File: src/rtl/serial_subtractor.sv
// Bit-serial subtractor: computes a - b - b_in one bit per clock, LSB first, using one
// full-subtractor cell, with valid/ready handshakes on the operand and result sides.
module serial_subtractor #(
    parameter int unsigned WIDTH = 4
) (
    input  logic             clk,
    input  logic             rst_n,
    input  logic             in_valid,
    output logic             in_ready,
    input  logic [WIDTH-1:0] a,
    input  logic [WIDTH-1:0] b,
    input  logic             b_in,
    output logic             out_valid,
    input  logic             out_ready,
    output logic [WIDTH-1:0] diff,
    output logic             b_out
);

    localparam int unsigned CntW = $clog2(WIDTH + 1);

    typedef enum logic [1:0] {StIdle, StRun, StDone} state_e;

    state_e           state_q, state_d;
    logic [CntW-1:0]  cnt_q, cnt_d;
    logic [WIDTH-1:0] a_sh_q, a_sh_d;
    logic [WIDTH-1:0] b_sh_q, b_sh_d;
    logic [WIDTH-1:0] res_q, res_d;
    logic             br_q, br_d;

    logic x, y, d_bit, br_nxt;

    always_comb begin
        x      = a_sh_q[0];
        y      = b_sh_q[0];
        d_bit  = x ^ y ^ br_q;
        br_nxt = (~x & y) | (~x & br_q) | (y & br_q);

        state_d = state_q;
        cnt_d   = cnt_q;
        a_sh_d  = a_sh_q;
        b_sh_d  = b_sh_q;
        res_d   = res_q;
        br_d    = br_q;

        unique case (state_q)
            StIdle: begin
                if (in_valid) begin
                    a_sh_d  = a;
                    b_sh_d  = b;
                    br_d    = b_in;
                    cnt_d   = '0;
                    res_d   = '0;
                    state_d = StRun;
                end
            end
            StRun: begin
                // Difference bits enter at the MSB so the final bit lands the word in place.
                res_d  = (res_q >> 1) | (WIDTH'(d_bit) << (WIDTH - 1));
                a_sh_d = a_sh_q >> 1;
                b_sh_d = b_sh_q >> 1;
                br_d   = br_nxt;
                cnt_d  = cnt_q + CntW'(1);
                if (cnt_q == CntW'(WIDTH - 1)) begin
                    state_d = StDone;
                end
            end
            StDone: begin
                if (out_ready) begin
                    state_d = StIdle;
                end
            end
            default: state_d = StIdle;
        endcase
    end

    always_ff @(posedge clk or negedge rst_n) begin
        if (!rst_n) begin
            state_q <= StIdle;
            cnt_q   <= '0;
            a_sh_q  <= '0;
            b_sh_q  <= '0;
            res_q   <= '0;
            br_q    <= 1'b0;
        end else begin
            state_q <= state_d;
            cnt_q   <= cnt_d;
            a_sh_q  <= a_sh_d;
            b_sh_q  <= b_sh_d;
            res_q   <= res_d;
            br_q    <= br_d;
        end
    end

    // in_ready is gated by rst_n so it reads 0 while reset is held.
    assign in_ready  = rst_n & (state_q == StIdle);
    assign out_valid = (state_q == StDone);
    assign diff      = res_q;
    assign b_out     = br_q;

endmodule

File: config.mk
export PLATFORM = sky130hd
export DESIGN_NAME = serial_subtractor
export DESIGN_NICKNAME = d
export VERILOG_FILES = /design/src/rtl/serial_subtractor.sv
export SDC_FILE = /design/constraint.sdc
export NUM_CORES = 1
export LEC_CHECK = 0
export BUFFER_PORTS_ARGS = -buffer_cell sky130_fd_sc_hd__buf_2
export CAP_MARGIN = 20
export CELL_PAD_IN_SITES_DETAIL_PLACEMENT = 1
export CELL_PAD_IN_SITES_GLOBAL_PLACEMENT = 2
export CORE_ASPECT_RATIO = 0.6
export CORE_MARGIN = 3
export CORE_UTILIZATION = 35
export DETAILED_ROUTE_END_ITERATION = 8
export PLACE_DENSITY_LB_ADDON = 0.1
export SYNTH_ARGS = -nofsm -noshare
export SYNTH_HDL_FRONTEND = slang
export SYNTH_SLANG_ARGS = --single-unit
File: constraint.sdc
create_clock -name clk -period 3.8 [get_ports clk]
set_input_delay 0.19 -clock clk [delete_from_list [all_inputs] [get_ports clk]]
set_output_delay 0.19 -clock clk [all_outputs]
set_load 0.1 [all_outputs]
==> results of run 1 <==
## final cells by class
class,instances,area (um^2),share of cell area
Inverter,5,18.8,0.0186
Tap cell,30,37.5,0.0373
Multi-Input combinational cell,47,354,0.352
Timing Repair Buffer,20,105,0.104
Clock buffer,3,41.3,0.0410
Sequential cell,18,450,0.447
## worst max-delay path by stage
stage                      to  slack [ps]  depth (start not counted)
finish               in_ready        1920                          4
global route         in_ready        1790                          4
CTS                  in_ready        1890                          4
detailed placement   in_ready        2340                          3
global placement     in_ready        2360                          3
floorplan           out_valid        1820                          2
## worst reg2reg max path, stage by stage, from the launching register on
cell and delay, ps:
dfrtp_1 550, nor2b_1 530, a22o_1 230
## cells in the mapped netlist, types with 2 or more instances
| library cell | number |
|---|---|
| a32o_1 | 2 |
| nand2_1 | 3 |
| a21oi_1 | 7 |
| buf_6 | 2 |
| inv_1 | 4 |
| dfrtp_1 | 18 |
| ha_1 | 2 |
| o21ai_0 | 2 |
| o22ai_1 | 12 |
| a22o_1 | 5 |
| nor2_1 | 3 |
| nor2b_1 | 2 |
## logic make-up after synthesis
logic type	count (synthesis)
flops	18
simple gates	12
compound gates	32
fa+ha+maj	3
buf+inv	9
## routing by layer
| metal | global-route usage | routed length (um) | vias to the layer above |
|---|---|---|---|
| met5 | 0 | 0 | - |
| met4 | 0.0229 | 10 | 0 |
| met3 | 0.0499 | 72 | 2 |
| met2 | 0.205 | 846 | 14 |
| met1 | 0.209 | 1050 | 322 |
| li1 | - | - | 315 |
## registers in the layout (all words and copies together), names as in the netlist
| register | cells |
|---|---|
| a_sh_q | 4 |
| diff | 4 |
| state_q | 2 |
| b_out | 1 |
| cnt_q | 3 |
| b_sh_q | 4 |
## placed cells by master (no fill, tap or decap), drive strengths merged, types with 3 or more instances in the layout
cell type  count
buf           19
dfrtp         18
o22ai         12
a21oi          7
a22o           5
inv            5
nor2           3
nand2          3
clkbuf         3
## power breakdown
group | internal [mW] | switching, mW
Sequential | 0.280 | 0.0835
Combinational | 0.167 | 0.387
Clock | 0.0703 | 0.0609
## metrics by stage
stage | hold slack [ps] | utilization | setup WS [ps] | area (um^2)
final | 106 | 0.449 | 1920 | 1010
after global routing | 98.1 | 0.449 | 1790 | 1010
after CTS | 104 | 0.449 | 1890 | 1010
after detailed placement | 151 | 0.426 | 2340 | 956
after global placement | 154 | 0.426 | 2360 | 956
after floorplan | -106 | - | 1820 | 858
## repair_timing
item / 4_1_cts / 5_1_grt
endpoints found under the setup margin: 0 / 0
hold buffers: 1 / 0
hold endpoints to repair: 18 / 0
buffers inserted: 0 / 0
==> results.md, run 1 <==
* Status: complete, no violations
* # IOs at 20
* Rows at 13
* Max-Cap Viols at 0
* Worst slew pin tran at 558 ps
* Worst min-delay path class: in2reg
* Crit-path max FO at 19
* Clock Sinks at 18
* Max-slew violations at 0
* GP Congestion at 0.751
* Pwr Total at 1.05 mW
* Layout Cells excl Fill at 123
* Clk Latency, worst-skew pair at 250 ps
* Share of layout cells above drive strength 1 at 0.301
* Diode count at 0
* FF-to-FF setup slack at 2430 ps
* TNS Setup at 0 ps
* Worst setup SP type: primary input
* Worst R2R Path Depth at 2
* DR vias at 653
* Cts repair resizes at 0
* Most frequent cell on the critical path: buf_2
* Area grow syn2layout at 17.3%
* Final hold vios at 0
* Synthesized area at 858 um^2
* R2R Path End: diff[0]
* Setup Skew at 0.213 ps
* Setup violators final at 0
* Pwr/cell area at 1040 nW/um^2
* Slowest CP cell: dlygate4sd3_1
* Tcrit/Tclk final at 0.495
* Crit path from: rst_n
* Syn Inst Count at 74
* Clock root buffer: clkbuf_8
* Core area at 2240 um^2
* Syn Nets at 90
* Worst hold stages at 2
* Worst-path cell chain: dlygate4sd3_1, buf_2, and2_1, buf_2
* H-tree levels at 1
* Required time of the critical path at 3610 ps
* Fill cell count at 256
* Static Leak at 0.468 nW
* Main combinational cell family by area after synthesis: compound AO/OA/AOI/OAI gates
* Worst Path Arrival at 1690 ps
* Antenna violations before repair at 0
* Final WL at 1980 um
* First-pass GRT wire length at 3240 um
* Leading area contributor after synthesis: dfrtp_1
* Cells after DPL at 119
* Endpoint class of the critical path: output pin
* Die footprint at 3100 um^2
* Adder-cell share of the synthesized area at 0.0525
* Via/cell ratio at 5.31
* GRT overflow at 0
* Synth Area in Simple Gates at 0.0787
* Wire per inst at 16.1 um
* DP HPWL at 1390 um
* Drt drc at 0
* Nets@finish at 111
* Synth Area in Compound Gates at 0.281
* TritonRoute pass-1 iters at 2
* Clock tree from TritonCTS: yes
* RSZ-0062 raised after global routing: false
* Mux cell area share after synthesis at 0
* Total track usage at 0.142
* Worst R2R Start: state_q[0]
* Synth warn at 0
* Die width at 69.9 um
* CP Class: in2out
* Largest delay share family, worst path: buffers and inverters
* Distinct cells, synth at 24
* Top post-synthesis cells by area: dfrtp_1, o22ai_1, a22o_1, a21oi_1, ha_1
* DRT iter0 DRCs at 8
* Synth Register Bits at 18
* Async set-reset flop share out of synthesis at 1.00
* Reg clk slew, reported paths at 70 ps
* Largest net degree at the start of global routing at 20
* Fmax at 0.532 GHz
* Count of buffers from port buffering at 19
* Xor/xnor share of the synthesized area at 0
* Post-route ant nets at 0
* Seq/Total Area, Yosys at 0.525
* Vias in the first global route at 611
* CP bufs+invs at 3
* Number of synthesized flops with an enable pin at 0
* Ys flop type: dfrtp_1
* Post-route minimum period at 1880 ps
* Mean Syn Cell Area at 11.6 um^2
* Clock Tree Buf Depth at 2
* Crit-path max cell delay at 520 ps
* VDD IR max at 0.000306 V
* Min-delay src: out_ready
* Die height at 44.4 um
* Hold endpoint: state_q[1]
* Share of the synthesized area in the top cell type at 0.525
* CTS buffer count at 3
* Initial cell density of the core at 0.382
* Max-slew headroom at 0.627
Note: power is estimated with default switching activity, not from simulation.
==> run 2, diff against run 1 <==
ABC_AREA = 1   (was unset)
CORE_UTILIZATION = 27   (was 35)
clock period = 1.6 ns   (was 3.8 ns; I/O delays follow)
==> run 2 against run 1 <==
Cell count up 43%. Sequential cell count unchanged. Sequential power up 140%. Synthesized cell count up 47%. Worst hold slack worse by 82 ps. Critical path type is now reg2out.
==> results.md, run 2 <==
* Status: complete, no violations (unchanged)
* Rows at 15 (was 13)
* Die footprint at 4210 um^2 (was 3100 um^2)
* Xor/xnor share of the synthesized area at 0 (unchanged)
* Post-synth top cells: nand2_1, dfrtp_1, inv_1, nand3_1, nand2_2 (was dfrtp_1, o22ai_1, a21oi_1, a22o_1, inv_1)
* Tightest hold margin at 23.8 ps (was 106 ps)
* Slowest CP cell: dfrtp_2 (was dlygate4sd3_1)
* Initial cell density of the core at 0.302 (was 0.382)
* Fin util at 0.384 (was 0.449)
* Clock tree from TritonCTS: yes (unchanged)
* First-pass GRT wire length at 3810 um (was 3240 um)
* Fill cell count at 392 (was 256)
* Area grow syn2layout at 27.2% (was 17.3%)
* Clock Sinks at 18 (unchanged)
* CP Class: reg2out (was in2out)
* Post-route minimum period at 1410 ps
* Pwr/cell area at 2390 nW/um^2 (was 1040 nW/um^2)
* Diode count at 0 (unchanged)
* Adder-cell share of the synthesized area at 0.0485 (was 0.0525)
* Via/cell ratio at 4.16 (was 5.31)
* Synth Area in Compound Gates at 0.0713 (was 0.281)
* Worst setup SP type: flip-flop (was primary input)
* Nets@finish at 151 (was 111)
* Setup WS pre-CTS at 197 ps (was 2340 ps)
* Syn Nets at 125 (was 90)
* Worst setup margin at 188 ps (was 1920 ps)
* Synthesized area at 930 um^2 (was 858 um^2)
* Crit-path max cell delay at 550 ps (was 520 ps)
* Count of buffers from port buffering at 19 (unchanged)
* TritonRoute pass-1 iters at 4 (was 2)
* Worst Path Arrival at 1330 ps (was 1690 ps)
* Worst slew pin tran at 489 ps (was 558 ps)
* Final WL at 2170 um (was 1980 um)
* Required time of the critical path at 1520 ps (was 3610 ps)
* Async set-reset flop share out of synthesis at 1.00 (unchanged)
* Share of layout cells above drive strength 1 at 0.343 (was 0.301)
* Tcrit/Tclk final at 0.883
* Most common cell after layout, fill and taps aside: nand2_1 (was buf_2)
* Total track usage at 0.123 (was 0.142)
* Top post-synthesis cells by area: dfrtp_1, nand2_1, inv_1, nand3_1, nand2_2 (was dfrtp_1, o22ai_1, a22o_1, a21oi_1, ha_1)
* Syn Inst Count at 109 (was 74)
* Post-route ant nets at 0 (unchanged)
* Clock root buffer: clkbuf_8 (unchanged)
* Ys flop type: dfrtp_1 (unchanged)
* Die width at 81.8 um (was 69.9 um)
* Main combinational cell family by area after synthesis: simple AND/OR/NAND/NOR gates (was compound AO/OA/AOI/OAI gates)
* Count leader, synth: nand2_1 (was dfrtp_1)
* Fmax at 0.708 GHz
* Vias in the first global route at 774 (was 611)
* Drt drc at 0 (unchanged)
* Multi-input logic area at 397 um^2 (was 354 um^2)
* Max-slew violations at 0 (unchanged)
* Reg clk slew, reported paths at 70 ps (about the same)
* Mean Syn Cell Area at 8.53 um^2 (was 11.6 um^2)
* Post-CTS Setup Inserts at 0 (unchanged)
* RSZ-0062 raised after global routing: false (unchanged)
* Synth Area in Simple Gates at 0.299 (was 0.0787)
* Most frequent cells in the layout: nand2_1, buf_2, inv_1, dfrtp_1, nand3_1 (was buf_2, dfrtp_1, o22ai_1)
* DRT iter0 DRCs at 22 (was 8)
* Sequential cell area at 453 um^2 (was 450 um^2)
* Crit-path max FO at 15 (was 19)
* GRT overflow at 0 (unchanged)
* # IOs at 20 (unchanged)
* Largest net degree at the start of global routing at 19 (was 20)
* Synth Register Bits at 18 (unchanged)
* Antenna violations before repair at 0 (unchanged)
* Worst-path cell chain: nor3b_2, buf_12 (was dlygate4sd3_1, buf_2, and2_1, buf_2)
* Max-Cap Viols at 0 (unchanged)
* DP HPWL at 1660 um (was 1390 um)
* Share of the synthesized area in the top cell type at 0.485 (was 0.525)
* Setup Skew at 2.12 ps (was 0.213 ps)
* Distinct cells, synth at 20 (was 24)
* CTS buffer count at 3 (unchanged)
* VDD IR max at 0.000977 V (was 0.000306 V)
* Leading area contributor after synthesis: dfrtp_1 (unchanged)
* Wire per inst at 12.3 um (was 16.1 um)
* Number of synthesized flops with an enable pin at 0 (unchanged)
* Pwr Total at 2.83 mW (was 1.05 mW)
* Worst min-delay path class: in2reg (unchanged)
* Mux cell area share after synthesis at 0 (unchanged)
* Final hold vios at 0 (unchanged)
* DR vias at 733 (was 653)
* Synth warn at 0 (unchanged)
* Die height at 51.5 um (was 44.4 um)
* Core area at 3080 um^2 (was 2240 um^2)
* Endpoint class of the critical path: output pin (unchanged)
* Seq/Total Area, Yosys at 0.485 (was 0.525)
* Clk Latency, worst-skew pair at 250 ps (about the same)
* Max-slew headroom at 0.676 (was 0.627)
* Setup violators final at 0 (unchanged)
* Clock Tree Buf Depth at 2 (unchanged)
* GP Congestion at 0.702 (was 0.751)
* Static Leak at 0.635 nW (was 0.468 nW)
* H-tree levels at 1 (unchanged)
==> run 2: changes by cell type in the layout (fill, tap and decap cells not counted), sizes merged, moves of 4 or more <==
| cell | change |
|---|---|
| inv | +13 |
| o22ai | -12 |
| nand3 | +8 |
| nand2 | +43 |
| a22o | -5 |
| o21ai | +4 |
| a21oi | -5 |
==> run 2: report_power, final <==
group,leakage (nW),total (mW),internal (mW),switching [mW]
registers,0.223,0.885,0.674,0.211
logic,0.383,1.56,0.455,1.11
clock network,0.0288,0.380,0.219,0.161
==> run 2: worst paths after layout <==
check	startpoint	endpoint	slack [ps]	cells past startpoint
max	state_q[0]	in_ready	190	2
min	out_ready	state_q[1]	20	2
max reg2reg	state_q[0]	b_sh_q[3]	430	4
min reg2reg	diff[0]	diff[0]	470	2
max in group asynchronous	rst_n	b_out	1070	3
min in group asynchronous	rst_n	cnt_q[1]	310	3
==> run 2: what timing repair did <==
item,4_1_cts,5_1_grt
resized for setup,0,1
endpoints found under the hold margin,18,0
setup endpoints to repair,0,1
hold buffers,1,0
==> run 2: kinds of logic (layout without fill, tap and decap cells) <==
kind of cell / after synthesis / count (layout)
simple gates: 59 / 59
buf+inv: 20 / 45
flops: 18 / 18
compound gates: 9 / 9
fa+ha+maj: 3 / 3
==> run 2: per-layer routing <==
metal | part of all wire | vias to the layer above | GRT usage
li1 | - | 378 | -
met3 | 0.043 | 2 | 0.0493
met5 | 0 | - | 0
met4 | 0.0055 | 0 | 0.0249
met2 | 0.42 | 13 | 0.185
met1 | 0.53 | 340 | 0.167
==> run 2: per-stage QoR <==
step,instance area [um^2],instances,TNS [ps]
after floorplan,938,109,-347
after global placement,1120,171,0
after detailed placement,1120,171,0
after CTS,1180,176,0
after global routing,1180,176,0
final,1180,176,0
==> run 2: critical path, delay by kind of cell, from the launching register on <==
kind	cells	cell delay, ps
DFF	1	550
buffers and inverters	1	210
and+or+nand+nor	1	310
==> run 2: cell type report <==
type                       instances  area share
tap                               42      0.0444
clock buffer                       4      0.0466
multi-input combinational         71       0.335
inverter                          18      0.0571
sequential                        18       0.383
timing repair buffer              23       0.133
==> run 3, diff against run 2 <==
CORE_UTILIZATION = 33   (was 27)
clock period = 1.7 ns   (was 1.6 ns; I/O delays follow)
==> run 3 against run 2 <==
Global-route usage increased by 2.5 points. Sequential cell count stayed put. Die area decreased by 17%. Clock-buffer cell count did not move. Routed wire length grew 1.3%. Cell count fell by 6.3%. Worst setup slack lost 86 ps. Via count is 5.6% higher.
==> results.md, run 3 (same netlist as run 2, synthesis figures left out) <==
* Status: complete, no violations (unchanged)
* Die footprint at 3510 um^2 (was 4210 um^2)
* Nets@finish at 150 (was 151)
* TritonRoute pass-1 iters at 2 (was 4)
* Worst setup SP type: flip-flop (unchanged)
* Worst-path cell chain: nor3b_2, buf_2 (was nor3b_2, buf_12)
* # IOs at 20 (unchanged)
* Largest net degree at the start of global routing at 19 (unchanged)
* GP Congestion at 0.674 (was 0.702)
* Clock tree from TritonCTS: yes (unchanged)
* Clock Tree Buf Depth at 2 (unchanged)
* Worst setup margin at 102 ps (was 188 ps)
* M1 WL at 1140 um (was 1160 um)
* Diode count at 0 (unchanged)
* Worst hold stages at 2 (unchanged)
* Fmax at 0.626 GHz
* Slowest CP cell: dfrtp_1 (was dfrtp_2)
* First-pass GRT wire length at 3670 um (was 3810 um)
* Endpoint class of the critical path: output pin (unchanged)
* Antenna violations before repair at 0 (unchanged)
* TNS Setup at 0 ps (unchanged)
* Area grow syn2layout at 21.7% (was 27.2%)
* Crit-path max cell delay at 560 ps (was 550 ps)
* DR WL met2 at 936 um (was 903 um)
* Via/cell ratio at 4.69 (was 4.16)
* Total track usage at 0.148 (was 0.123)
* Required time of the critical path at 1620 ps (was 1520 ps)
* CTS buffer count at 3 (unchanged)
* Wire per inst at 13.3 um (was 12.3 um)
* Clock Sinks at 18 (unchanged)
* Cts repair resizes at 0 (unchanged)
* Share of layout cells above drive strength 1 at 0.331 (was 0.343)
* Final hold vios at 0 (unchanged)
* Die height at 47.1 um (was 51.5 um)
* CP Class: reg2out (unchanged)
* Most frequent cells in the layout: nand2_1, buf_2, dfrtp_1 (was nand2_1, buf_2, inv_1, dfrtp_1, nand3_1)
* Most common cell after layout, fill and taps aside: nand2_1 (unchanged)
* Die width at 74.5 um (was 81.8 um)
* Rows at 14 (was 15)
* Reg clk slew, reported paths at 70 ps (about the same)
* H-tree levels at 1 (unchanged)
* Post-route ant nets at 0 (unchanged)
* Layout Cells excl Fill at 165 (was 176)
* Setup violators final at 0 (unchanged)
* Final WL at 2200 um (was 2170 um)
* Setup WS pre-CTS at 345 ps (was 197 ps)
* Clk Latency, worst-skew pair at 260 ps (was 250 ps)
* Vias in the first global route at 782 (was 774)
* RSZ-0062 raised after global routing: false (unchanged)
* Worst Path Arrival at 1510 ps (was 1330 ps)
* Max-slew violations at 0 (unchanged)
* DRT iter0 DRCs at 17 (was 22)
* Max-Cap Viols at 0 (unchanged)
* Routed length on met3 at 93 um (unchanged)
* Top layer in use: met4 (unchanged)
* Fill cell count at 320 (was 392)
* Worst min-delay path class: in2reg (unchanged)
* Cells after DPL at 160 (was 171)
* Setup Skew at 5.97 ps (was 2.12 ps)
* Post-route minimum period at 1600 ps
* DP HPWL at 1620 um (was 1660 um)
* Clock root buffer: clkbuf_8 (unchanged)
* Crit-path max FO at 11 (was 15)
* Core area at 2590 um^2 (was 3080 um^2)
* Post-CTS Setup Inserts at 0 (unchanged)
* GRT overflow at 0 (unchanged)
* Initial cell density of the core at 0.359 (was 0.302)
* Max-slew headroom at 0.659 (was 0.676)
* Worst slew pin tran at 509 ps (was 489 ps)
* Tcrit/Tclk final at 0.940
* Worst R2R Path Depth at 3 (was 4)
* Count of buffers from port buffering at 19 (unchanged)
* Drt drc at 0 (unchanged)
* DR vias at 774 (was 733)
## run 3: area by class of cell
type | instances | area [um^2] | share of cell area
repair buffers | 22 | 120 | 0.106
clock buffers | 4 | 55.1 | 0.0487
multi-input cells | 71 | 397 | 0.351
flip-flops and latches | 18 | 452 | 0.399
inverters | 18 | 67.6 | 0.0597
well taps | 32 | 40.0 | 0.0354
## run 3: worst max-delay path: cells and delay by family, from the launching register on
kind,cells,cell delay [ps]
simple gates,1,250
buf+inv,1,450
flops,1,560
## run 3: what timing repair did
action,in CTS,in global routing
setup endpoints to repair,0,0
hold buffers,1,0
endpoints found under the hold margin,18,0
## run 3: worst paths after layout
path,to,start,slack (ps)
setup / recovery,in_ready,state_q[0],100
max in group asynchronous,b_out,rst_n,1130
hold reg to reg,diff[0],diff[0],470
min in group asynchronous,b_sh_q[1],rst_n,360
hold / removal,state_q[1],out_ready,10
setup reg to reg,a_sh_q[3],state_q[0],320
## run 3: routing by layer
layer / up-vias / GRT usage
li1: 376 / -
met1: 378 / 0.189
met2: 16 / 0.236
met3: 4 / 0.0470
met4: 0 / 0.0638
met5: - / 0
## run 3: through the flow
step	instance area [um^2]	hold slack [ps]	util
2_1_floorplan	938	-211	-
3_3_place_gp	1070	108	0.411
3_5_place_dp	1070	108	0.411
4_1_cts	1130	10.1	0.436
5_1_grt	1130	20.7	0.436
6_report	1130	12.1	0.436
Power of run 3 is not shown: default switching activity piles up to over one toggle a cycle in this logic, so the estimate is an artifact.
